===== config.mk =====
export PLATFORM = sky130hd
export DESIGN_NAME = gp_bus_fabric
export DESIGN_NICKNAME = d
export VERILOG_FILES = /design/src/rtl/gp_bus_fabric.sv
export SDC_FILE = /design/constraint.sdc
export NUM_CORES = 1
export LEC_CHECK = 0
export BUFFER_PORTS_ARGS = -buffer_cell sky130_fd_sc_hd__buf_4
export CAP_MARGIN = 10
export CELL_PAD_IN_SITES_DETAIL_PLACEMENT = 0
export CELL_PAD_IN_SITES_GLOBAL_PLACEMENT = 1
export CORE_MARGIN = 1.5
export CORE_UTILIZATION = 30
export DETAILED_ROUTE_END_ITERATION = 10
export PLACE_DENSITY = 0.62
export SLEW_MARGIN = 20
export SYNTH_ARGS = -nofsm -noshare
export SYNTH_HDL_FRONTEND = slang
export SYNTH_SLANG_ARGS = --single-unit

===== constraint.sdc =====
create_clock -name clk -period 7.81 [get_ports clk]
set_input_delay 1.9525 -clock clk [delete_from_list [all_inputs] [get_ports clk]]
set_output_delay 1.9525 -clock clk [all_outputs]
set_load 0.01 [all_outputs]

===== src/rtl/gp_bus_fabric.sv =====
// gp_bus_fabric
// Datapath interconnect for the multicycle processor. It holds:
//   - the general-purpose register file (register 0 is the accumulator, AC)
//   - the PC, IR, MAR and MDR registers
//   - a fixed-priority B-bus source arbiter with conflict detection
//   - a saturating count of bus conflicts
//
// Ports:
//   clk, reset_n            clock; synchronous active-low reset
//   reg_write, reg_read     per-register load enable / B-bus drive request
//   C_Bus                   write-back data from the ALU
//   ac_reset                clear AC (wins over reg_write[0])
//   pc_write, pc_inc        PC load (wins) / increment; IRAM_addr = PC
//   ir_write, ir_read       IR load from FROM_IRAM / IR bus request; IR_out = IR
//   mar_write               MAR load from C_Bus; DMEM_addr = MAR
//   mdr_write, mdr_read     MDR load from C_Bus / MDR bus request; TO_DMEM = MDR
//   dmem_read, FROM_DMEM    data-memory bus request and its data
//   mux_sel, MUX_out        second-operand select; 0 when out of range
//   ALU_IN                  AC value
//   B_Bus, bus_valid        arbitrated bus value and its valid flag
//   conflict, conflict_cnt  more than one requester; saturating 16-bit count
module gp_bus_fabric #(
  parameter int DATA_W  = 24,
  parameter int NREG    = 12,
  parameter int PC_W    = 24,
  parameter int SEL_W   = 5,
  parameter int REG_OUT = 1
) (
  input  logic              clk,
  input  logic              reset_n,
  input  logic [NREG-1:0]   reg_write,
  input  logic [NREG-1:0]   reg_read,
  input  logic [DATA_W-1:0] C_Bus,
  input  logic              ac_reset,
  input  logic              pc_write,
  input  logic              pc_inc,
  output logic [PC_W-1:0]   IRAM_addr,
  input  logic              ir_write,
  input  logic              ir_read,
  input  logic [DATA_W-1:0] FROM_IRAM,
  output logic [DATA_W-1:0] IR_out,
  input  logic              mar_write,
  output logic [DATA_W-1:0] DMEM_addr,
  input  logic              mdr_write,
  input  logic              mdr_read,
  output logic [DATA_W-1:0] TO_DMEM,
  input  logic              dmem_read,
  input  logic [DATA_W-1:0] FROM_DMEM,
  input  logic [SEL_W-1:0]  mux_sel,
  output logic [DATA_W-1:0] MUX_out,
  output logic [DATA_W-1:0] ALU_IN,
  output logic [DATA_W-1:0] B_Bus,
  output logic              bus_valid,
  output logic              conflict,
  output logic [15:0]       conflict_cnt
);

  localparam int NSRC = NREG + 3;

  logic [DATA_W-1:0] regs [NREG];
  logic [PC_W-1:0]   pc;
  logic [DATA_W-1:0] ir;
  logic [DATA_W-1:0] mar;
  logic [DATA_W-1:0] mdr;
  logic [15:0]       cnt;

  logic [PC_W-1:0]   pc_load;
  logic [NSRC-1:0]   req;
  logic [DATA_W-1:0] bus_c;
  logic              valid_c;
  logic              conflict_c;
  logic [DATA_W-1:0] mux_c;

  // PC load value: zero-extend when PC is wider than the data path.
  if (PC_W > DATA_W) begin : g_pc_ext
    assign pc_load = {{(PC_W-DATA_W){1'b0}}, C_Bus};
  end else begin : g_pc_trunc
    assign pc_load = C_Bus[PC_W-1:0];
  end

  always_ff @(posedge clk) begin
    if (!reset_n) begin
      for (int i = 0; i < NREG; i++) regs[i] <= '0;
      pc  <= '0;
      ir  <= '0;
      mar <= '0;
      mdr <= '0;
      cnt <= '0;
    end else begin
      for (int i = 0; i < NREG; i++) begin
        if (reg_write[i]) regs[i] <= C_Bus;
      end
      if (ac_reset) regs[0] <= '0;
      if (pc_write)    pc <= pc_load;
      else if (pc_inc) pc <= pc + PC_W'(1);
      if (ir_write)  ir  <= FROM_IRAM;
      if (mar_write) mar <= C_Bus;
      if (mdr_write) mdr <= C_Bus;
      if (conflict_c && (cnt != 16'hFFFF)) cnt <= cnt + 16'd1;
    end
  end

  // Request vector ordered so bit 0 is the highest-priority source.
  assign req = {reg_read, mdr_read, ir_read, dmem_read};

  // Later assignments override earlier ones, so scan from lowest priority up.
  always_comb begin
    bus_c = '0;
    for (int i = NREG - 1; i >= 0; i--) begin
      if (reg_read[i]) bus_c = regs[i];
    end
    if (mdr_read)  bus_c = mdr;
    if (ir_read)   bus_c = ir;
    if (dmem_read) bus_c = FROM_DMEM;
  end

  assign valid_c = |req;
  // Clearing the lowest set bit leaves something only if two or more were set.
  assign conflict_c = |(req & (req - NSRC'(1)));

  always_comb begin
    mux_c = '0;
    for (int i = 0; i < NREG; i++) begin
      if (mux_sel == SEL_W'(i)) mux_c = regs[i];
    end
  end

  if (REG_OUT != 0) begin : g_reg_out
    logic [DATA_W-1:0] bus_q;
    logic              valid_q;
    logic              conflict_q;

    always_ff @(posedge clk) begin
      if (!reset_n) begin
        bus_q      <= '0;
        valid_q    <= 1'b0;
        conflict_q <= 1'b0;
      end else begin
        bus_q      <= bus_c;
        valid_q    <= valid_c;
        conflict_q <= conflict_c;
      end
    end

    assign B_Bus     = bus_q;
    assign bus_valid = valid_q;
    assign conflict  = conflict_q;
  end else begin : g_comb_out
    assign B_Bus     = bus_c;
    assign bus_valid = valid_c;
    assign conflict  = conflict_c;
  end

  assign IRAM_addr    = pc;
  assign IR_out       = ir;
  assign DMEM_addr    = mar;
  assign TO_DMEM      = mdr;
  assign ALU_IN       = regs[0];
  assign MUX_out      = mux_c;
  assign conflict_cnt = cnt;

endmodule


==> results.json, run 1 <==
{
  "synth-edff-count": 288,
  "ys_async_sr_fraction_pct": 0,
  "start_util_pct": 30.2,
  "h-tree-depth": 2,
  "numCtsBuffers": 49,
  "path_class": "input port to output pin",
  "post_cts_resized": 0,
  "dp.final_hpwl_um": 65600,
  "tightest_slew_ns": 1.18,
  "worst-path-buf-inv": 2,
  "p_comb_share_pct": 13.1,
  "synth_cell_type_count": 69,
  "syn_avg_cell_area_um2": 9.86,
  "gp_congestion": 0.923,
  "ys_seq_area_share_pct": 51.9,
  "max_stage_delay_ns": 0.92,
  "slew_headroom_pct": 21.1,
  "period_needed_ns": 6.75,
  "hold_path.class": "register to register",
  "status": "completed",
  "finClkSkew_ns": 0.0143,
  "switching_share_pct": 27.3,
  "cts_tree": "done",
  "worstPathRequired_ns": 5.86,
  "post_cts_buffers": 0,
  "synth_nets": 2342,
  "grt_pass1_vias": 18800,
  "hold_start": "DMEM_addr[19]$_SDFFE_PN0P_",
  "postRouteAntennaNets": 0,
  "crit_arrival_ns": 4.79,
  "vias": 19000,
  "synth_ff_type": "edfxtp_1",
  "netlist_instances": 2228,
  "path_cells": "buf_4 > or3_1 > nor3_2 > a22oi_1 > nand4_1 > o21ai_0 > a21o_1 > a21oi_1 > buf_4",
  "hold_viol_final": 0,
  "clockBufferDepth": 3,
  "drive_gt1_share_pct": 17.8,
  "clkPwrFrac_pct": 41.2,
  "regArea_um2": 11400,
  "insertion_delay_ns": 0.60,
  "power_frac_seq_pct": 45.7,
  "rr_startpoint": "conflict_cnt[0]$_SDFFE_PN0P_",
  "synth_seq_cells": 426,
  "path_max_fanout": 25,
  "syn_area_um2": 22000,
  "fin_nets": 2474,
  "wl_um": 93300,
  "first_pass_iters": 5,
  "cap_viol_max_count": 0,
  "detail_route.wl_per_cell_um": 27.7,
  "drt_iter0_drc": 1870,
  "startpoint_type": "input port",
  "path_common_cell": "buf_4",
  "clkSinkCount": 426,
  "yosys_warnings": 0,
  "multi_input_area_um2": 9500,
  "core_area_um2": 72700,
  "ir_drop_v": 0.000168,
  "fp-row-count": 99,
  "power.density_nw_per_um2": 227,
  "dpl_worst_slack_ns": 1.16,
  "area_growth_syn_to_layout_pct": 19.7,
  "critPathLaunch": "mux_sel[2]",
  "cts.clk_slew.worst_paths_ns": 0.06,
  "end_kind": "output pin",
  "min_period_over_period_pct": 86.4,
  "cp_top_family": "simple AND/OR/NAND/NOR gates",
  "grt_overflow": 0,
  "antenna_found_initial": 5,
  "holdBufCountCts": 0,
  "p_int_uw": 4340,
  "place_area_um2": 24600,
  "drcViolationCount": 0,
  "dieHeight_um": 274,
  "fillers": 7285,
  "grt_start_max_net_pins": 104,
  "die_w_um": 274,
  "p_leak_uw": 0.0108,
  "setup_ws_ns": 1.06,
  "whs_ns": 0.496,
  "clockRootBuffer": "clkbuf_16",
  "via_per_inst": 5.66,
  "power_switching_uw": 1630,
  "grt_pass1_wl_um": 133000,
  "io_buffers": 297,
  "fin_area_um2": 26300,
  "track_usage_pct": 24.3,
  "timing.setup.tns_ns": 0,
  "slowest_stage": "nor3_2",
  "setup_viol": 0,
  "rsz0062_at_grt": "no",
  "pin_count": 298,
  "fmax_mhz": 148,
  "slew_violations": 0,
  "dieArea_um2": 74900
}
[final timing paths]
check	end	slack [ns]	cells after the start
min	DMEM_addr[19]$_SDFFE_PN0P_	0.50	2
min reg2reg	DMEM_addr[19]$_SDFFE_PN0P_	0.50	2
max reg2reg	conflict_cnt[9]$_SDFFE_PN0P_	5.01	7
max	MUX_out[16]	1.06	9
[synth_stat cells, drive strengths merged, types with 5 or more instances]
| library cell | number | area (µm²) |
|---|---|---|
| o311a | 5 | 50.1 |
| a211oi | 10 | 75.1 |
| o31ai | 12 | 104 |
| xor2 | 11 | 96.3 |
| a221oi | 60 | 526 |
| a222oi | 13 | 130 |
| a22oi | 44 | 330 |
| nand2 | 173 | 652 |
| dfxtp | 138 | 2760 |
| nand2b | 51 | 319 |
| inv | 19 | 71.3 |
| buf | 47 | 293 |
| a21o | 6 | 45.0 |
| o221ai | 10 | 87.6 |
| or3 | 9 | 61.3 |
| mux2 | 10 | 113 |
| edfxtp | 288 | 8650 |
| o22ai | 6 | 37.5 |
| and2 | 58 | 363 |
| a311oi | 22 | 193 |
| a21oi | 117 | 589 |
| and3 | 233 | 1460 |
| nand3 | 29 | 145 |
| o41ai | 18 | 158 |
| nor2b | 67 | 419 |
| o21ai | 154 | 771 |
| nor3b | 5 | 37.5 |
| mux2i | 90 | 901 |
| xnor2 | 20 | 175 |
| nor2 | 175 | 657 |
| nand4 | 20 | 125 |
| nor3 | 50 | 250 |
| clkbuf | 196 | 736 |
[metrics by stage]
step	power, µW	cells	utilization, %
6_report	5970	3362	36.2
5_1_grt	6140	3362	36.2
4_1_cts	5990	3358	36.2
3_5_place_dp	3550	3268	33.9
3_3_place_gp	3540	3268	33.8
2_1_floorplan	3130	2228	-
[sequential cells by signal, summed over array words and instances (netlist names)]
| signal | cells |
|---|---|
| TO_DMEM | 24 |
| IRAM_addr | 24 |
| DMEM_addr | 24 |
| conflict | 1 |
| regs | 288 |
| B_Bus | 24 |
| conflict_cnt | 16 |
| bus_valid | 1 |
| IR_out | 24 |
[routing by layer]
| layer | GRT usage [%] | share of wire, % | up-vias |
|---|---|---|---|
| li1 | - | - | 8490 |
| met2 | 43.1 | 51 | 786 |
| met3 | 3.00 | 5.4 | 198 |
| met5 | 0 | 0.018 | - |
| met1 | 28.4 | 38 | 9569 |
| met4 | 12.8 | 5.3 | 2 |
[area by class of cell]
class / count / share of cell area (%)
repair buffers: 324 / 9.26
clock inverters: 34 / 1.52
flip-flops and latches: 426 / 43.4
inverters: 20 / 0.290
diodes: 4 / 0.0381
multi-input cells: 1539 / 36.1
well taps: 959 / 4.56
clock buffers: 56 / 4.84
[tightest hold or removal path, cell delays in order (launching register included)]
cell and delay, ns:
dfxtp_1 0.33, mux2i_1 0.06, nor2_1 0.07
[cells in the final DEF, fill, tap and decap left out, drive strengths merged, types with 9 or more instances in the layout]
cell / n
xor2: 11
a21oi: 117
clkinv: 26
nand3: 29
a221oi: 60
and3: 233
nand2b: 51
clkbuf: 56
nand2: 173
edfxtp: 288
o41ai: 18
a222oi: 13
a22oi: 44
a311oi: 22
and2: 58
o21ai: 154
nor3: 50
mux2: 10
a211oi: 10
buf: 324
nand4: 20
nor2b: 67
nor2: 175
xnor2: 20
inv: 19
mux2i: 90
o31ai: 12
o221ai: 10
or3: 9
bufinv: 9
dfxtp: 138
[power by group through the flow]
stage / Clock (µW) / Combinational, µW / Sequential (µW)
floorplan: 0 / 410 / 2720
global placement: 0 / 767 / 2770
detailed placement: 0 / 779 / 2770
CTS: 2490 / 781 / 2720
global route: 2570 / 833 / 2740
finish: 2460 / 781 / 2730
[cells by family (layout without fill, tap and decap cells)]
group	Yosys count	after routing	share of synthesized area, %
and+or+nand+nor	890	890	21.1
AOI/OAI and AO/OA	511	511	15.5
DFF	426	426	51.9
buffers and inverters	263	434	5.02
muxes	104	104	5.02
xor gates and xnor gates	31	31	1.24
adders and majority gates	3	3	0.159
other	0	4	0
Power figures use the tool's default switching activity.
==> run 2: changes to the inputs <==
CORE_MARGIN = unset   (was 1.5)
==> results.json, run 2 (synthesis gave the netlist of run 1 again) <==
{
  "ff2ff_path_depth": 7,
  "grt_pass1_wl_um": 132000,
  "place_area_um2": 24700,
  "tightest_slew_ns": 1.07,
  "post_cts_resized": 0,
  "slew_violations": 0,
  "cap_viol_max_count": 0,
  "post_cts_buffers": 0,
  "rr_startpoint": "conflict_cnt[0]$_SDFFE_PN0P_",
  "holdBufCountCts": 0,
  "area_growth_syn_to_layout_pct": 19.4,
  "wl_met2_um": 47700,
  "status": "completed",
  "pin_count": 298,
  "max_stage_delay_ns": 0.68,
  "path_common_cell": "buf_4",
  "rr_endpoint": "conflict_cnt[9]$_SDFFE_PN0P_",
  "rsz0062_at_grt": "no",
  "grt_start_max_net_pins": 87,
  "grt_overflow": 0,
  "hold_viol_final": 0,
  "end_kind": "output pin",
  "postRouteAntennaNets": 0,
  "fin_nets": 2481,
  "min_period_over_period_pct": 84.9,
  "ir_drop_v": 0.000150,
  "critPathLaunch": "mux_sel[0]",
  "via_per_inst": 5.67,
  "setup_viol": 0,
  "fin_area_um2": 26200,
  "start_util_pct": 30.5,
  "dieHeight_um": 273,
  "worstPathRequired_ns": 5.86,
  "fp-row-count": 98,
  "gp_congestion": 0.873,
  "top_layer": "met5",
  "core_area_um2": 72000,
  "power.density_nw_per_um2": 220,
  "track_usage_pct": 24.2,
  "dp.final_hpwl_um": 64800,
  "crit_end": "MUX_out[5]",
  "numCtsBuffers": 50,
  "fmax_mhz": 151,
  "die_w_um": 273,
  "reg2reg_slack_ns": 5.06,
  "p_leak_uw": 0.0108,
  "final_common_cell": "buf_4",
  "clkSinkCount": 426,
  "crit_arrival_ns": 4.68,
  "io_buffers": 297,
  "clockRootBuffer": "clkbuf_16",
  "timing.setup.tns_ns": 0,
  "first_pass_iters": 5,
  "path_max_fanout": 52,
  "drcViolationCount": 0,
  "layout_common_cells": "329 x buf_4, 288 x edfxtp_1, 233 x and3_1",
  "top_register": "regs",
  "period_needed_ns": 6.63,
  "wl_met1_um": 34800,
  "antenna_found_initial": 3,
  "path_cells": "buf_4 > nor3b_1 > and2_1 > nand2_1 > nand4_1 > o21ai_0 > a21o_1 > a21oi_1 > buf_4",
  "cts.clk_slew.worst_paths_ns": 0.06,
  "path_class": "input port to output pin",
  "vias": 19100,
  "wl_um": 92000,
  "slowest_stage": "and2_1",
  "h-tree-depth": 2,
  "insertion_delay_ns": 0.62,
  "hold_depth": 2,
  "grt_pass1_vias": 18700,
  "wl_met3_um": 5220,
  "hold_path.class": "register to register",
  "drive_gt1_share_pct": 18.0,
  "clockBufferDepth": 3,
  "largest_register_ffs": 288,
  "startpoint_type": "input port",
  "finClkSkew_ns": 0.0335,
  "detail_route.wl_per_cell_um": 27.4,
  "slew_headroom_pct": 28.7,
  "dieArea_um2": 74300,
  "cts_tree": "done",
  "drt_iter0_drc": 1983
}
[run 2: worst max-delay path: cells and delay by family]
kind | cells | cell delay (ns)
simple gates | 4 | 1.41
compound gates | 3 | 0.60
buf+inv | 2 | 0.64
[run 2: cell type report]
cell class                 instances  area [µm²]
clock buffer                      72        1420
fill                            7193       45800
clock inverter                    18         131
timing repair buffer             330        2480
tap                              950        1190
multi-input combinational       1539        9500
antenna                            3        7.51
sequential                       426       11400
inverter                          20        76.3
[run 2: report_power, final]
group          leakage, µW  switching (µW)  total, µW  internal [µW]
clock             0.000767             979       2270           1300
sequential         0.00424             138       2730           2590
combinational      0.00577             491        778            287
[run 2: worst min-delay path by stage]
stage	startpoint	to	slack (ns)
3_3_place_gp	conflict_cnt[9]$_SDFFE_PN0P_	conflict_cnt[9]$_SDFFE_PN0P_	0.47
3_5_place_dp	DMEM_addr[16]$_SDFFE_PN0P_	DMEM_addr[16]$_SDFFE_PN0P_	0.48
5_1_grt	conflict_cnt[9]$_SDFFE_PN0P_	conflict_cnt[9]$_SDFFE_PN0P_	0.52
2_1_floorplan	conflict_cnt[9]$_SDFFE_PN0P_	conflict_cnt[9]$_SDFFE_PN0P_	0.49
6_report	DMEM_addr[16]$_SDFFE_PN0P_	DMEM_addr[16]$_SDFFE_PN0P_	0.50
4_1_cts	DMEM_addr[16]$_SDFFE_PN0P_	DMEM_addr[16]$_SDFFE_PN0P_	0.50
[run 2: per-layer routing]
layer	GRT usage [%]	up-vias
met5	0	-
met4	11.1	2
met3	2.82	181
met2	43.7	829
met1	28.5	9529
li1	-	8512
[run 2: per-stage QoR]
stage          instances  util, %  total power, µW  setup WS, ns  hold WS [ns]
6_report            3358     36.4             5780          1.18         0.495
2_1_floorplan       2228        -             3130          2.04         0.494
4_1_cts             3355     36.4             5800          1.24         0.498
3_5_place_dp        3265     34.2             3550          1.25         0.483
5_1_grt             3358     36.4             5960          1.05         0.520
3_3_place_gp        3265     34.2             3540          1.36         0.472
==> run 3: changes to the inputs <==
ABC_AREA = 1   (was unset)
PLACE_DENSITY = 0.65   (was 0.62)
clock period = 6.7 ns   (was 7.81 ns; I/O delays follow)
==> results.json, run 3 <==
{
  "top_register": "regs",
  "track_usage_pct": 23.4,
  "vias": 19300,
  "yosysTopAreaCell": "edfxtp_1",
  "startpoint_type": "input port",
  "first_pass_iters": 5,
  "insertion_delay_ns": 0.61,
  "grtUsageMet3_pct": 4.47,
  "layout_common_cells": "574 x nand2_1, 516 x nor2_1, 313 x buf_4",
  "drt_iter0_drc": 1711,
  "hold_depth": 2,
  "synthTopCellsByArea": "edfxtp_1 40%, dfxtp_1 13%, nand2_1 10%",
  "clockBufferDepth": 3,
  "holdBufCountCts": 0,
  "path_max_fanout": 23,
  "diodes": 0,
  "gp_congestion": 0.908,
  "period_needed_ns": 5.71,
  "hold_path.class": "register to register",
  "finClkSkew_ns": 0.0251,
  "io_buffers": 297,
  "grt_overflow": 0,
  "setup_ws_ns": 0.994,
  "fin_util_pct": 36.5,
  "synth_seq_cells": 426,
  "pin_count": 298,
  "grt_pass1_vias": 18500,
  "dpl_worst_slack_ns": 1.03,
  "synth_nets": 2776,
  "p_leak_uw": 0.0109,
  "use_met1_pct": 29.4,
  "detail_route.wl_per_cell_um": 22.7,
  "dieArea_um2": 72300,
  "grt_start_max_net_pins": 69,
  "grt_pass1_wl_um": 123000,
  "drive_gt1_share_pct": 15.1,
  "min_period_over_period_pct": 85.2,
  "synth_cell_type_count": 39,
  "hold_viol_final": 0,
  "tightest_slew_ns": 1.14,
  "syn_avg_cell_area_um2": 8.03,
  "ys_top_cells_by_count": "574 x nand2_1, 520 x nor2_1, 288 x edfxtp_1",
  "yosys_warnings": 0,
  "ff2ff_path_depth": 10,
  "fmax_mhz": 175,
  "rsz0062_at_grt": "no",
  "clockRootBuffer": "clkbuf_16",
  "largest_register_ffs": 288,
  "post_cts_buffers": 0,
  "fillers": 7270,
  "synth-edff-count": 288,
  "grt_busiest_layer": "met2",
  "synth_ff_type": "edfxtp_1",
  "slew_headroom_pct": 23.8,
  "end_kind": "output pin",
  "postRouteAntennaNets": 0,
  "antenna_found_initial": 1,
  "cts.clk_slew.worst_paths_ns": 0.06,
  "worstPathRequired_ns": 5.03,
  "cts_tree": "done",
  "synthMostInstantiatedCell": "nand2_1",
  "timing.setup.tns_ns": 0,
  "drcViolationCount": 0,
  "start_util_pct": 30.4,
  "numCtsBuffers": 49,
  "final_common_cell": "nand2_1",
  "path_class": "input port to output pin",
  "post_cts_resized": 0,
  "dp.final_hpwl_um": 61300,
  "core_area_um2": 70300,
  "syn_area_um2": 21400,
  "fin_nets": 2945,
  "h-tree-depth": 2,
  "ys_seq_area_share_pct": 53.4,
  "setup_viol": 0,
  "ys_async_sr_fraction_pct": 0,
  "clkSinkCount": 426,
  "ir_drop_v": 0.000173,
  "wl_um": 86600,
  "yosysTopAreaCellShare_pct": 40.5,
  "power.density_nw_per_um2": 262,
  "cap_viol_max_count": 0,
  "status": "completed",
  "die_w_um": 269,
  "dieHeight_um": 269,
  "netlist_instances": 2662,
  "slew_violations": 0,
  "fp-row-count": 97,
  "gr-usage-met2_pct": 40.8,
  "crit_arrival_ns": 4.03,
  "area_growth_syn_to_layout_pct": 20.2,
  "via_per_inst": 5.07
}
[run 3: metal layers]
metal | vias to the layer above | share of wire, %
met2 | 700 | 50
met5 | - | 0
met3 | 119 | 7.2
met1 | 9404 | 41
li1 | 9070 | -
met4 | 0 | 2.5
[run 3: area by class of cell]
cell class / count / area [µm²] / area share, %
multi-input combinational: 1772 / 8130 / 31.6
clock buffer: 61 / 1310 / 5.11
inverter: 269 / 1010 / 3.93
timing repair buffer: 313 / 2350 / 9.15
tap: 940 / 1180 / 4.58
clock inverter: 26 / 297 / 1.15
sequential: 426 / 11400 / 44.4
[run 3: report_power, final]
part	internal [µW]	total [µW]	switching [µW]
Clock	1620	2740	1130
Combinational	277	857	580
Sequential	3020	3140	116
Total	4910	6740	1820
[run 3: logic make-up after synthesis]
family / count (synthesis) / synth area share, %
AO/OA/AOI/OAI: 470 / 12.5
XOR/XNOR: 33 / 1.35
adder cells (fa/ha/maj): 2 / 0.117
buffers and inverters: 464 / 8.69
flip-flops: 426 / 53.4
AND/OR/NAND/NOR: 1267 / 24.0
[run 3: path summary, 6_finish.rpt]
kind / start / slack, ns / to
worst min register to register: conflict_cnt[13]$_SDFFE_PN0P_ / 0.50 / conflict_cnt[13]$_SDFFE_PN0P_
worst min-delay path: conflict_cnt[13]$_SDFFE_PN0P_ / 0.50 / conflict_cnt[13]$_SDFFE_PN0P_
worst max register to register: conflict_cnt[0]$_SDFFE_PN0P_ / 3.89 / conflict_cnt[0]$_SDFFE_PN0P_
worst max-delay path: mux_sel[2] / 0.99 / MUX_out[5]
[run 3: worst max-delay path: stages]
cell and delay (ns):
buf_4 0.12, nor2_1 0.23, nand3_1 0.79, buf_4 0.43, o22ai_1 0.16, nor2_1 0.07, nand3_1 0.07, nor2_1 0.05
nand3_1 0.11, nor2_1 0.08, nand4_1 0.09, buf_4 0.13
[run 3: metrics by stage]
| stage | area [µm²] | hold WS, ns | instances | total power [µW] |
|---|---|---|---|---|
| finish | 25700 | 0.504 | 3807 | 6740 |
| global route | 25700 | 0.522 | 3807 | 6970 |
| CTS | 25700 | 0.505 | 3807 | 6780 |
| detailed placement | 24100 | 0.490 | 3720 | 4040 |
| global placement | 24100 | 0.486 | 3720 | 4040 |
| floorplan | 21400 | 0.506 | 2662 | 3600 |
